==> config.mk <==
export PLATFORM = sky130hd
export DESIGN_NAME = mem_bist_flat
export DESIGN_NICKNAME = d
export VERILOG_FILES = /design/src/rtl/mem_bist_if.sv /design/src/rtl/mem_bist.sv /design/src/flat_wrapper.sv
export SDC_FILE = /design/constraint.sdc
export NUM_CORES = 1
export LEC_CHECK = 0
export BUFFER_PORTS_ARGS = -buffer_cell sky130_fd_sc_hd__buf_2
export CAP_MARGIN = 20
export CORE_UTILIZATION = 45
export DETAILED_ROUTE_END_ITERATION = 7
export PLACE_DENSITY = 0.83
export SLEW_MARGIN = 5
export SYNTH_ARGS = -nofsm -noshare
export SYNTH_HDL_FRONTEND = slang
export SYNTH_SLANG_ARGS = --single-unit
==> constraint.sdc <==
create_clock -name clk_i -period 2.25 [get_ports clk_i]
set_clock_uncertainty 0.15 [all_clocks]
set_input_delay 0 -clock clk_i [delete_from_list [all_inputs] [get_ports clk_i]]
set_output_delay 0 -clock clk_i [all_outputs]
set_load 0.01 [all_outputs]
==> src/rtl/mem_bist_if.sv <==
// mem_bist_if: host-side request/response bus between the BIST initiator and the memory controller
interface mem_bist_if #(
  parameter int DATA_WIDTH = 16,
  parameter int ADDR_WIDTH = 10
);
  logic                  mem_rd_o;
  logic                  mem_wr_o;
  logic [ADDR_WIDTH-1:0] mem_addr_o;
  logic [DATA_WIDTH-1:0] mem_wdt_o;
  logic                  mem_busy_i;
  logic [DATA_WIDTH-1:0] mem_rdt_i;
  logic                  mem_wok_i;
  modport master (
    output mem_rd_o, mem_wr_o, mem_addr_o, mem_wdt_o,
    input  mem_busy_i, mem_rdt_i, mem_wok_i
  );
  modport slave (
    input  mem_rd_o, mem_wr_o, mem_addr_o, mem_wdt_o,
    output mem_busy_i, mem_rdt_i, mem_wok_i
  );
endinterface

==> src/rtl/mem_bist.sv <==
// mem_bist: writes a x3 pattern to every word, reads it back, reports errors and timeouts
module mem_bist #(
  parameter int DATA_WIDTH = 16,
  parameter int ADDR_WIDTH = 10,
  parameter int N_OF_WORDS = 256,
  parameter int SEED       = 16'h1010,
  parameter int TIMEOUT    = 64
) (
  input  logic                  clk_i,
  input  logic                  rst_i,
  input  logic                  start_i,
  output logic                  busy_o,
  output logic                  done_o,
  output logic                  pass_o,
  output logic                  timeout_o,
  output logic [15:0]           err_cnt_o,
  output logic [ADDR_WIDTH-1:0] fail_addr_o,
  output logic [DATA_WIDTH-1:0] fail_data_o,
  mem_bist_if.master            mem
);
  typedef enum logic [2:0] {IDLE, WR_REQ, WR_WAIT, RD_REQ, RD_WAIT, DONE} state_t;
  localparam int CW = $clog2(TIMEOUT) + 1;
  localparam logic [DATA_WIDTH-1:0] SEED_W = DATA_WIDTH'(SEED);
  state_t state, nxt;
  logic [ADDR_WIDTH-1:0] addr;
  logic [DATA_WIDTH-1:0] pat;
  logic [CW-1:0] cnt;
  logic wok_seen, tmo, step, wr_err, rd_err, to, last, expired, launch;
  assign last    = addr == ADDR_WIDTH'(N_OF_WORDS - 1);
  assign expired = cnt == CW'(TIMEOUT - 1);
  assign launch  = (state == IDLE || state == DONE) && start_i;
  always_comb begin
    nxt    = state;
    step   = 1'b0;
    wr_err = 1'b0;
    rd_err = 1'b0;
    to     = 1'b0;
    case (state)
      IDLE, DONE: nxt = start_i ? WR_REQ : state;
      WR_REQ: begin
        to  = !mem.mem_busy_i && expired;
        nxt = mem.mem_busy_i ? WR_WAIT : to ? DONE : state;
      end
      WR_WAIT: begin
        step   = !mem.mem_busy_i;
        wr_err = step && !(wok_seen || mem.mem_wok_i);
        to     = mem.mem_busy_i && expired;
        nxt    = step ? (last ? RD_REQ : WR_REQ) : to ? DONE : state;
      end
      RD_REQ: begin
        to  = !mem.mem_busy_i && expired;
        nxt = mem.mem_busy_i ? RD_WAIT : to ? DONE : state;
      end
      RD_WAIT: begin
        step   = !mem.mem_busy_i;
        rd_err = step && (mem.mem_rdt_i != pat);
        to     = mem.mem_busy_i && expired;
        nxt    = step ? (last ? DONE : RD_REQ) : to ? DONE : state;
      end
      default: nxt = IDLE;
    endcase
  end
  always_ff @(posedge clk_i)
    if (rst_i) state <= IDLE;
    else       state <= nxt;
  always_ff @(posedge clk_i) begin
    if (rst_i) begin
      addr        <= '0;
      pat         <= '0;
      cnt         <= '0;
      wok_seen    <= 1'b0;
      tmo         <= 1'b0;
      err_cnt_o   <= '0;
      fail_addr_o <= '0;
      fail_data_o <= '0;
    end else begin
      cnt <= (nxt != state) ? '0 : cnt + CW'(1);
      if (launch) begin
        addr        <= '0;
        pat         <= SEED_W;
        tmo         <= 1'b0;
        err_cnt_o   <= '0;
        fail_addr_o <= '0;
        fail_data_o <= '0;
      end
      if (step) begin
        addr <= last ? '0 : addr + ADDR_WIDTH'(1);
        pat  <= last ? SEED_W : pat + (pat << 1);
      end
      if (state == WR_REQ) wok_seen <= mem.mem_wok_i;
      if (state == WR_WAIT) wok_seen <= wok_seen | mem.mem_wok_i;
      if (wr_err || rd_err) begin
        if (err_cnt_o != 16'hFFFF) err_cnt_o <= err_cnt_o + 16'd1;
        if (err_cnt_o == 16'd0) begin
          fail_addr_o <= addr;
          fail_data_o <= rd_err ? mem.mem_rdt_i : pat;
        end
      end
      if (to) begin
        tmo <= 1'b1;
        if (err_cnt_o == 16'd0) fail_addr_o <= addr;
      end
    end
  end
  assign busy_o         = state != IDLE && state != DONE;
  assign done_o         = state == DONE;
  assign pass_o         = done_o && err_cnt_o == 16'd0 && !tmo;
  assign timeout_o      = tmo;
  assign mem.mem_wr_o   = state == WR_REQ;
  assign mem.mem_rd_o   = state == RD_REQ;
  assign mem.mem_addr_o = addr;
  assign mem.mem_wdt_o  = pat;
endmodule

==> src/flat_wrapper.sv <==
// flat-port wrapper written by rule: the top's interface ports become plain ports
module mem_bist_flat 
#(
  parameter int DATA_WIDTH = 16,
  parameter int ADDR_WIDTH = 10,
  parameter int N_OF_WORDS = 256,
  parameter int SEED       = 16'h1010,
  parameter int TIMEOUT    = 64
)
  (clk_i, rst_i, start_i, busy_o, done_o, pass_o, timeout_o, err_cnt_o, fail_addr_o, fail_data_o, mem_mem_rd_o, mem_mem_wr_o, mem_mem_addr_o, mem_mem_wdt_o, mem_mem_busy_i, mem_mem_rdt_i, mem_mem_wok_i);
  mem_bist_if #(.DATA_WIDTH(DATA_WIDTH), .ADDR_WIDTH(ADDR_WIDTH)) mem_i ();
  input  logic clk_i;
  input  logic rst_i;
  input  logic start_i;
  output logic busy_o;
  output logic done_o;
  output logic pass_o;
  output logic timeout_o;
  output logic [15:0] err_cnt_o;
  output logic [ADDR_WIDTH-1:0] fail_addr_o;
  output logic [DATA_WIDTH-1:0] fail_data_o;
  output wire logic [$bits(mem_i.mem_rd_o)-1:0] mem_mem_rd_o;
  output wire logic [$bits(mem_i.mem_wr_o)-1:0] mem_mem_wr_o;
  output wire logic [$bits(mem_i.mem_addr_o)-1:0] mem_mem_addr_o;
  output wire logic [$bits(mem_i.mem_wdt_o)-1:0] mem_mem_wdt_o;
  input wire logic [$bits(mem_i.mem_busy_i)-1:0] mem_mem_busy_i;
  input wire logic [$bits(mem_i.mem_rdt_i)-1:0] mem_mem_rdt_i;
  input wire logic [$bits(mem_i.mem_wok_i)-1:0] mem_mem_wok_i;
  assign mem_mem_rd_o = mem_i.mem_rd_o;
  assign mem_mem_wr_o = mem_i.mem_wr_o;
  assign mem_mem_addr_o = mem_i.mem_addr_o;
  assign mem_mem_wdt_o = mem_i.mem_wdt_o;
  assign mem_i.mem_busy_i = mem_mem_busy_i;
  assign mem_i.mem_rdt_i = mem_mem_rdt_i;
  assign mem_i.mem_wok_i = mem_mem_wok_i;
  mem_bist #(.DATA_WIDTH(DATA_WIDTH), .ADDR_WIDTH(ADDR_WIDTH), .N_OF_WORDS(N_OF_WORDS), .SEED(SEED), .TIMEOUT(TIMEOUT)) u_core (.clk_i(clk_i), .rst_i(rst_i), .start_i(start_i), .busy_o(busy_o), .done_o(done_o), .pass_o(pass_o), .timeout_o(timeout_o), .err_cnt_o(err_cnt_o), .fail_addr_o(fail_addr_o), .fail_data_o(fail_data_o), .mem(mem_i));
endmodule
==> results.md <==
- Syn Inst Count: 520
- Slowest stage cell, crit path: dlygate4sd3_1
- Max FO, Critical Path: 8
- Die Wd: 100 um
- Register share of total power: 50.4%
- Primary FF master, synth: dfxtp_1
- EDFF count, synth: 0
- Clock share of power: 34.5%
- CP peak stage delay: 570 ps
- DR iter-0 viols: 360
- Die Y: 100 um
- Hold Path Class: register to register
- Clock Pin Slew Worst Setup and Hold Paths: 80 ps
- Crit path arrival time: 2570 ps
- # rows: 35
- HPWL Detailed: 9210 um
- Largest net degree at the start of global routing: 32
- Startpoint Class: input port
- Internal: 2.02 mW
- Commonest non-fill, non-tap cell in the layout: buf_2
- Net Sw Frac: 28.9%
- Register-to-register setup slack: -180 ps
- RSZ-0062 raised after global routing: yes
- Vias in the first global route: 4,533
- TritonRoute pass-1 iters: 5
- Top-area cell type share of the netlist area: 36.2%
- GRT overflow: 0
- GP Congestion: 0.921
- First-pass GRT wire length: 22,100 um
- Crit-path cells: dlygate4sd3_1, buf_2, xor2_1, nor4_1, nand4_1, a32oi_2, buf_6, buf_8, nor2_4, or3_4, a21oi_2
- H-Tree Depth: 3
- Run status: complete, but fails checks
- Final WS setup: -182 ps
- Yosys warnings: 0
- Syn_area_per_cell: 8.39 um2
- Worst EP required: 2380 ps
- Die area: 10,100 um2
- Post-synth top area cell: dfxtp_1
- PwrDens: 438 nW/um2
- Area delta synth->final: 48.8%
- Final Max Tran Viols: 0
- Leakage: 2.91 nW
- Slew headroom: 57.2%
- Pre-CTS setup slack: -206 ps
- Initial core utilization: 46.8%
- Category of the worst setup path capture point: register
- CTS Buf Count: 9
- Yosys cell types: 67
- Netlist Area Pre-Place: 4360 um2
- Highest clock rate: 411 MHz
- Synth Register Bits: 79
- Commonest cells after routing, fill and taps aside: buf_2 (93), buf_4 (87), dfxtp_1 (66)
- Combinational share of power: 15.1%
- Core box area: 9330 um2
- Initial antenna violation count: 0
- Routed vias/inst: 5.88
- Worst Max-Slew Pin Slew: 638 ps
- Hold Fails Final Rpt: 0
- Setup violators final: 41
- CP delay by family, top: buffers and inverters
- Final Core Density: 69.6%
- CTS root buffer: clkbuf_8
- Crit Path Class: input port to register
- CTS tree: done
- Fraction of registers with async set/reset: 0%
- DRC: 0
- Antenna diodes: 0
- Top area cells in the synthesized netlist: dfxtp_1 (36%), a21oi_1 (6.0%), nor2_1 (5.1%)
- Skew-Pair Late Insertion Delay: 360 ps
- Final worst path period share: 108%
- Fin nets: 755
- Gr usage total: 27.8%
- Final cell count without fillers: 851
- Post-synthesis sequential area ratio: 36.2%
- DR vias: 5,003
- PortBufs: 93
- Setup TNS: -2740 ps
- I/O pin count: 95
- Worst path bufs/invs: 4
- Placed insts: 791
- TritonCTS Sinks: 79
- Post-route ant nets: 0
- Layout cells sized above 1: 38.8%
- Post-DP Area: 5470 um2
- Max Cap Viol: 0
- Total wire length: 16,000 um
- Max rail drop VDD: 0.340 mV
- Syn_nets: 558
- Final Critical Period: 2430 ps
- Switch Pwr: 0.821 mW
- Fin area: 6490 um2
- Clock buffer depth: 2
- Routed length per instance: 18.8 um
- Failing checks: negative setup slack
power groups by stage:
stage | Clock, mW | Combinational (mW) | Sequential (mW)
after global placement | 0 | 0.317 | 1.47
after floorplan | 0 | 0.188 | 1.47
after CTS | 0.978 | 0.365 | 1.43
final | 0.982 | 0.428 | 1.43
after global routing | 1.04 | 0.456 | 1.44
after detailed placement | 0 | 0.327 | 1.47
synth_stat cells (all sizes together), types with 3 or more instances:
master / number
a211oi: 20
mux2i: 16
nand2b: 5
nor3b: 4
or3: 6
o21ai: 19
nand3b: 3
and3: 6
nand4: 4
ha: 17
a22oi: 8
inv: 12
nor4b: 5
a21oi: 54
o211ai: 4
nor3: 14
or2: 3
mux2: 3
buf: 11
nand3: 20
and2: 5
xnor2: 16
a21o: 3
nor4: 10
nand2: 37
xor2: 22
nor2b: 7
dfxtp: 79
clkbuf: 16
nor2: 60
worst reg2reg max path: cells and delay by family (launching register included):
family	cells	cell delay (ps)
AO/OA/AOI/OAI	2	390
flip-flops	1	380
AND/OR/NAND/NOR	4	1000
XOR/XNOR	1	150
buffers and inverters	2	280
state kept, by name, indices dropped and copies added, names as in the netlist:
name and count:
u_core.cnt 7, u_core.err_cnt_o 16, u_core.fail_addr_o 10, u_core.fail_data_o 16
u_core.mem.mem_addr_o 10, u_core.mem.mem_wdt_o 15, u_core.state 3, u_core.timeout_o 1
u_core.wok_seen 1
routing by layer:
layer | GRT usage [%] | vias up | share of wire (%)
met1 | 33.9 | 2381 | 39
met4 | 14.9 | 0 | 4.7
met2 | 46.7 | 267 | 49
met3 | 4.99 | 77 | 7.4
li1 | - | 2278 | -
met5 | 0 | - | 0
metrics by stage:
| stage | hold WS [ps] | total power [mW] |
|---|---|---|
| 5_1_grt | 344 | 2.93 |
| 3_5_place_dp | 153 | 1.80 |
| 2_1_floorplan | 9.51 | 1.66 |
| 6_report | 325 | 2.84 |
| 3_3_place_gp | 145 | 1.79 |
| 4_1_cts | 327 | 2.78 |
path summary, 6_finish.rpt:
path,depth (start not counted),from,endpoint
worst max-delay path,11,mem_mem_rdt_i[2],u_core.err_cnt_o[1]$_SDFF_PP0_
worst min-delay path,2,u_core.fail_addr_o[0]$_SDFF_PP0_,u_core.fail_addr_o[0]$_SDFF_PP0_
worst max register to register,9,u_core.mem.mem_wdt_o[2]$_SDFFE_PP0P_,u_core.err_cnt_o[1]$_SDFF_PP0_
worst min register to register,2,u_core.fail_addr_o[0]$_SDFF_PP0_,u_core.fail_addr_o[0]$_SDFF_PP0_
cell families after synthesis:
logic type	count (synthesis)	share of synthesized area, %
and+or+nand+nor	192	22.3
AOI/OAI and AO/OA	134	20.3
DFF	79	36.2
buffers and inverters	40	4.10
xor gates and xnor gates	38	7.63
muxes	19	4.44
adders and majority gates	17	4.88
other	1	0.0860
layout make-up:
class	instances	area [um2]
timing repair buffer	210	1480
inverter	13	48.8
clock buffer	11	141
sequential	79	1610
clock inverter	5	33.8
fill	653	2840
tap	129	161
multi-input combinational	404	3020
timing repair:
action                                 in CTS  in global routing
cloned                                      0                  6
endpoints found under the hold margin      29                  0
hold buffers                               20                  0
setup endpoints to repair                  38                 57
pin swaps                                  16                 31
buffers inserted                           10                 12
gates resized for setup                    29                 58
Note: power is estimated with default switching activity, not from simulation.
